<file path="src/rtl/bus_write_queue.sv">
`default_nettype none
// ============================================================================
// bus_write_queue : window-filtered FWFT queue of Apple II bus cycles with
//                   overflow accounting. Optional macro: BUS_WRITE_QUEUE_TIMESTAMP_EN
// Revision: 1.0
// ============================================================================
module bus_write_queue #(
  parameter int          DEPTH         = 16,
  parameter logic [15:0] ADDR_LO       = 16'hC000,
  parameter logic [15:0] ADDR_HI       = 16'hC0FF,
  parameter int          INCLUDE_READS = 0
) (
  input  logic                       clk_logic_i,
  input  logic                       system_reset_i,
  input  logic [15:0]                addr_i,
  input  logic [7:0]                 data_i,
  input  logic                       rw_n_i,
  input  logic                       data_in_strobe_i,
  input  logic                       phi1_posedge_i,
  input  logic                       ready_i,
  input  logic                       clear_overflow_i,
  output logic                       valid_o,
  output logic [15:0]                addr_o,
  output logic [7:0]                 data_o,
  output logic                       rw_n_o,
`ifdef BUS_WRITE_QUEUE_TIMESTAMP_EN
  output logic [15:0]                timestamp_o,
`endif
  output logic [$clog2(DEPTH+1)-1:0] count_o,
  output logic                       overflow_o,
  output logic [7:0]                 drop_count_o
);

  localparam int PW = (DEPTH > 1) ? $clog2(DEPTH) : 1;
  localparam int CW = $clog2(DEPTH + 1);
  localparam logic [CW-1:0] FULL_COUNT = CW'(DEPTH);
  localparam logic          READS_OK   = (INCLUDE_READS != 0);

  logic [15:0]   mem_addr [DEPTH];
  logic [7:0]    mem_data [DEPTH];
  logic          mem_rw   [DEPTH];

  logic [PW-1:0] wr_ptr;
  logic [PW-1:0] rd_ptr;
  logic [CW-1:0] count;
  logic          overflow;
  logic [7:0]    drop_count;

  logic          in_window;
  logic          hit;
  logic          full;
  logic          pop;
  logic          push;
  logic          drop;

  assign in_window = (addr_i >= ADDR_LO) && (addr_i <= ADDR_HI);
  assign hit       = data_in_strobe_i && in_window && (!rw_n_i || READS_OK);
  assign full      = (count == FULL_COUNT);
  assign pop       = valid_o && ready_i && !system_reset_i;
  // A full queue still accepts when the head leaves in the same cycle.
  assign push      = hit && (!full || pop) && !system_reset_i;
  assign drop      = hit && full && !pop && !system_reset_i;

  always_ff @(posedge clk_logic_i) begin
    if (system_reset_i) begin
      wr_ptr <= '0;
      rd_ptr <= '0;
      count  <= '0;
    end else begin
      if (push) wr_ptr <= wr_ptr + 1'b1;
      if (pop)  rd_ptr <= rd_ptr + 1'b1;
      case ({push, pop})
        2'b10:   count <= count + 1'b1;
        2'b01:   count <= count - 1'b1;
        default: count <= count;
      endcase
    end
  end

  // Storage carries no reset; empty-queue outputs are masked below.
  always_ff @(posedge clk_logic_i) begin
    if (push) begin
      mem_addr[wr_ptr] <= addr_i;
      mem_data[wr_ptr] <= data_i;
      mem_rw[wr_ptr]   <= rw_n_i;
    end
  end

  // A drop in the same cycle as a clear leaves a count of one.
  always_ff @(posedge clk_logic_i) begin
    if (system_reset_i) begin
      overflow   <= 1'b0;
      drop_count <= '0;
    end else if (drop) begin
      overflow <= 1'b1;
      if (clear_overflow_i)
        drop_count <= 8'd1;
      else if (drop_count != 8'hFF)
        drop_count <= drop_count + 8'd1;
    end else if (clear_overflow_i) begin
      overflow   <= 1'b0;
      drop_count <= '0;
    end
  end

`ifdef BUS_WRITE_QUEUE_TIMESTAMP_EN
  logic [15:0] ts_counter;
  logic [15:0] mem_ts [DEPTH];

  always_ff @(posedge clk_logic_i) begin
    if (system_reset_i)
      ts_counter <= '0;
    else if (phi1_posedge_i)
      ts_counter <= ts_counter + 16'd1;
  end

  // The pre-increment counter value is captured when a pulse coincides.
  always_ff @(posedge clk_logic_i) begin
    if (push)
      mem_ts[wr_ptr] <= ts_counter;
  end

  assign timestamp_o = valid_o ? mem_ts[rd_ptr] : 16'h0000;
`else
  logic unused_phi1;
  assign unused_phi1 = phi1_posedge_i;
`endif

  assign valid_o      = (count != '0);
  assign count_o      = count;
  assign overflow_o   = overflow;
  assign drop_count_o = drop_count;
  assign addr_o       = valid_o ? mem_addr[rd_ptr] : 16'h0000;
  assign data_o       = valid_o ? mem_data[rd_ptr] : 8'h00;
  assign rw_n_o       = valid_o ? mem_rw[rd_ptr]   : 1'b1;

endmodule
`default_nettype wire
</file>
<file path="config.mk">
export PLATFORM = sky130hd
export DESIGN_NAME = bus_write_queue
export DESIGN_NICKNAME = d
export VERILOG_FILES = /design/src/rtl/bus_write_queue.sv
export SDC_FILE = /design/constraint.sdc
export NUM_CORES = 1
export LEC_CHECK = 0
export BUFFER_PORTS_ARGS = -buffer_cell sky130_fd_sc_hd__buf_2
export CAP_MARGIN = 20
export CORE_MARGIN = 1.5
export CORE_UTILIZATION = 40
export CTS_BUF_LIST = sky130_fd_sc_hd__clkbuf_4 sky130_fd_sc_hd__clkbuf_8
export DETAILED_ROUTE_END_ITERATION = 16
export PLACE_DENSITY = 0.63
export SYNTH_ARGS = -nofsm -noshare
export SYNTH_HDL_FRONTEND = slang
export SYNTH_SLANG_ARGS = --single-unit
export TNS_END_PERCENT = 30
</file>
<file path="constraint.sdc">
create_clock -name clk_logic_i -period 3.7 [get_ports clk_logic_i]
set_input_delay 0.555 -clock clk_logic_i [delete_from_list [all_inputs] [get_ports clk_logic_i]]
set_output_delay 0.555 -clock clk_logic_i [all_outputs]
set_load 0.005 [all_outputs]
</file>
==> reports/metrics.csv <==
metric,value,unit
critical path capture point type,output port,
"area leader, netlist",edfxtp_1,
combinational family with the most area after synthesis,multiplexers,
Tcrit/Tclk final,0.904,
cells resized by post-CTS repair,0,
simple-gate area share of the yosys netlist,0.0294,
core area,40800,sq um
first-pass GRT wire length,52300,microns
drt wl/cell,23.2,microns
share of cells above drive strength 1,0.349,
unrepaired setup endpoints after global routing,false,
Final nets,967,
crit path kind,reg2out,
ANT nets after route,0,
synthesis-to-finish area growth,16.1,%
drt first pass iters,4,
mux contribution to synthesized area,0.168,
register area share after synthesis,0.758,
Final Slew Violations,0,
setup slack after layout,0.355,ns
PortBufs,69,
cell count after synthesis,790,
Yosys cell types,43,
initial antenna violation count,0,
clk root buf,clkbuf_8,
PD cells,482,nW/um^2
Post-synth EDFFs,400,
Die Wd,206,microns
clk sinks,426,
"worst slack, placed",0.347,ns
max-capacitance violation count,0,
"FF+latch count, synth",426,
Post-Syn Area,16500,sq um
Die H,206,microns
hold wc startpoint,clear_overflow_i,
vias per cell,5.40,
number of global-route vias before repair,8542,
Worst-Skew Late Latency,0.59,ns
top_reg_cell synth,edfxtp_1,
Placed Instances,1387,
syn_area_per_cell,20.9,sq um
Slew headroom,0.607,
GRT Total Usage,0.170,
synth warn,0,
antenna cells,0,
f_max,299,MHz
XOR/XNOR share of the synthesized area,0.00635,
adder-cell area share of the yosys netlist,0.00681,
initial core utilization,0.405,
"FFs w/ async S/R, synth",0,
Total Wirelength,34900,microns
Arrival @ worst endpoint,2.79,ns
clock slew at reported path FFs,0.06,ns
post-CTS setup buffer count,0,
Fin. Hold Viols,0,
Worst Clk Skew,0.0273,ns
I/O Pins,71,
H-tree Lvls,3,
Post-route DRC,0,
clock buffer depth,3,
Hold Path Class,in2reg,
post-route cell area,19200,sq um
remaining global-route overflow,0,
GPL Wtd Cong,0.743,
Reg-to-Reg Start,count_o[0]$_SDFFE_PP0P_,
DR vias,8124,
CTS tree,done,
hold_buf cts,0,
Max VDD drop,0.218,mV
count of non-filler cells in the finished layout,1505,
clock buffer count from CTS,70,
CP Max Fanout,25,
status,"finished, final reports clean",
Mapped Nets,830,
nature of the critical path startpoint,register,
HPWL after DPL,19300,microns
min Tclk post-route,3.35,ns
Final Setup Violations,0,
synth top area cells,"edfxtp_1 73%, mux4_2 14%, dfxtp_1 3.1%, mux2i_1 3.1%, o22ai_1 0.98%",
post-synthesis compound-gate area fraction,0.0198,
Post-DP Area,17900,sq um
data required time of the worst path,3.14,ns
total die area,42600,sq um
largest net degree at the start of global routing,33,
post-synth top area share,0.726,
row cnt,74,
Static Leak,6.03,nW
Worst Tran Pin Value,0.590,ns
drt initial violations,719,
[Yosys cell counts (all sizes together) (9+ instances only)]
library cell	number
edfxtp	400
ha	9
clkbuf	16
buf	26
o22ai	26
mux4	100
a21oi	9
nor2	30
nand2	13
dfxtp	26
mux2i	52
[sequential cells by signal, indices dropped and copies added (netlist names), named ones only]
name and flops:
mem_data 128, count_o 5, drop_count_o 8, rd_ptr 4
wr_ptr 4, mem_addr 256, mem_rw 16, overflow_o 1
[critical path: stages (launching register included)]
cell and delay [ns]:
dfxtp_4 0.72, buf_12 0.30, mux4_2 0.53, a211oi_1 0.24, a31oi_1 0.15, buf_2 0.21
[cell type report]
cell class,count,area [sq um]
fillers,3415,21600
clock buffers,98,1200
well taps,532,666
inverters,6,22.5
flip-flops and latches,426,12500
repair buffers,107,718
multi-input cells,316,3930
clock inverters,20,124
[per-stage QoR]
step | hold WS, ns | util | power (W) | setup TNS [ns]
after detailed placement | 0.444 | 0.438 | 0.00545 | 0
after floorplan | 0.439 | - | 0.00538 | -5.08
final | 0.311 | 0.470 | 0.00926 | 0
after global routing | 0.307 | 0.470 | 0.00958 | 0
after global placement | 0.434 | 0.438 | 0.00544 | 0
after CTS | 0.262 | 0.470 | 0.00936 | 0
[final timing paths]
kind | end | slack, ns | depth (start not counted)
max | rw_n_o | 0.35 | 5
min | drop_count_o[0]$_SDFFE_PP0P_ | 0.31 | 4
max reg2reg | count_o[4]$_SDFFE_PP0P_ | 0.75 | 12
min reg2reg | overflow_o$_SDFFE_PP0P_ | 0.46 | 2
[power breakdown]
| part | switching, W | internal [W] |
|---|---|---|
| registers | 0.000000117 | 0.00526 |
| logic | 0.0000719 | 0.0000152 |
| clock network | 0.00176 | 0.00215 |
| total | 0.00183 | 0.00743 |
[cell usage in the layout (no fill, tap or decap), types with 6 or more instances in the layout]
master,instances
clkinv_1,12
clkbuf_4,24
dfxtp_1,23
nor2_4,12
buf_2,69
inv_1,6
nand2_1,13
nor2_1,18
clkbuf_8,74
mux2i_1,52
xor2_1,7
o21ai_0,7
a21oi_1,9
buf_4,31
o22ai_1,26
ha_1,9
mux4_2,100
edfxtp_1,400
nand2b_1,6
buf_12,7
[cells by family after synthesis]
group,Yosys count
adders and majority gates,9
AOI/OAI and AO/OA,53
xor gates and xnor gates,12
and+or+nand+nor,90
buffers and inverters,48
muxes,152
DFF,426
[routing by layer]
metal | vias to the layer above | GRT usage | share of wire
li1 | 3554 | - | -
met1 | 4287 | 0.235 | 0.44
met2 | 239 | 0.272 | 0.49
met3 | 44 | 0.0356 | 0.056
met4 | 0 | 0.0525 | 0.014
met5 | - | 0 | 0
(Power assumes the default switching activity.)
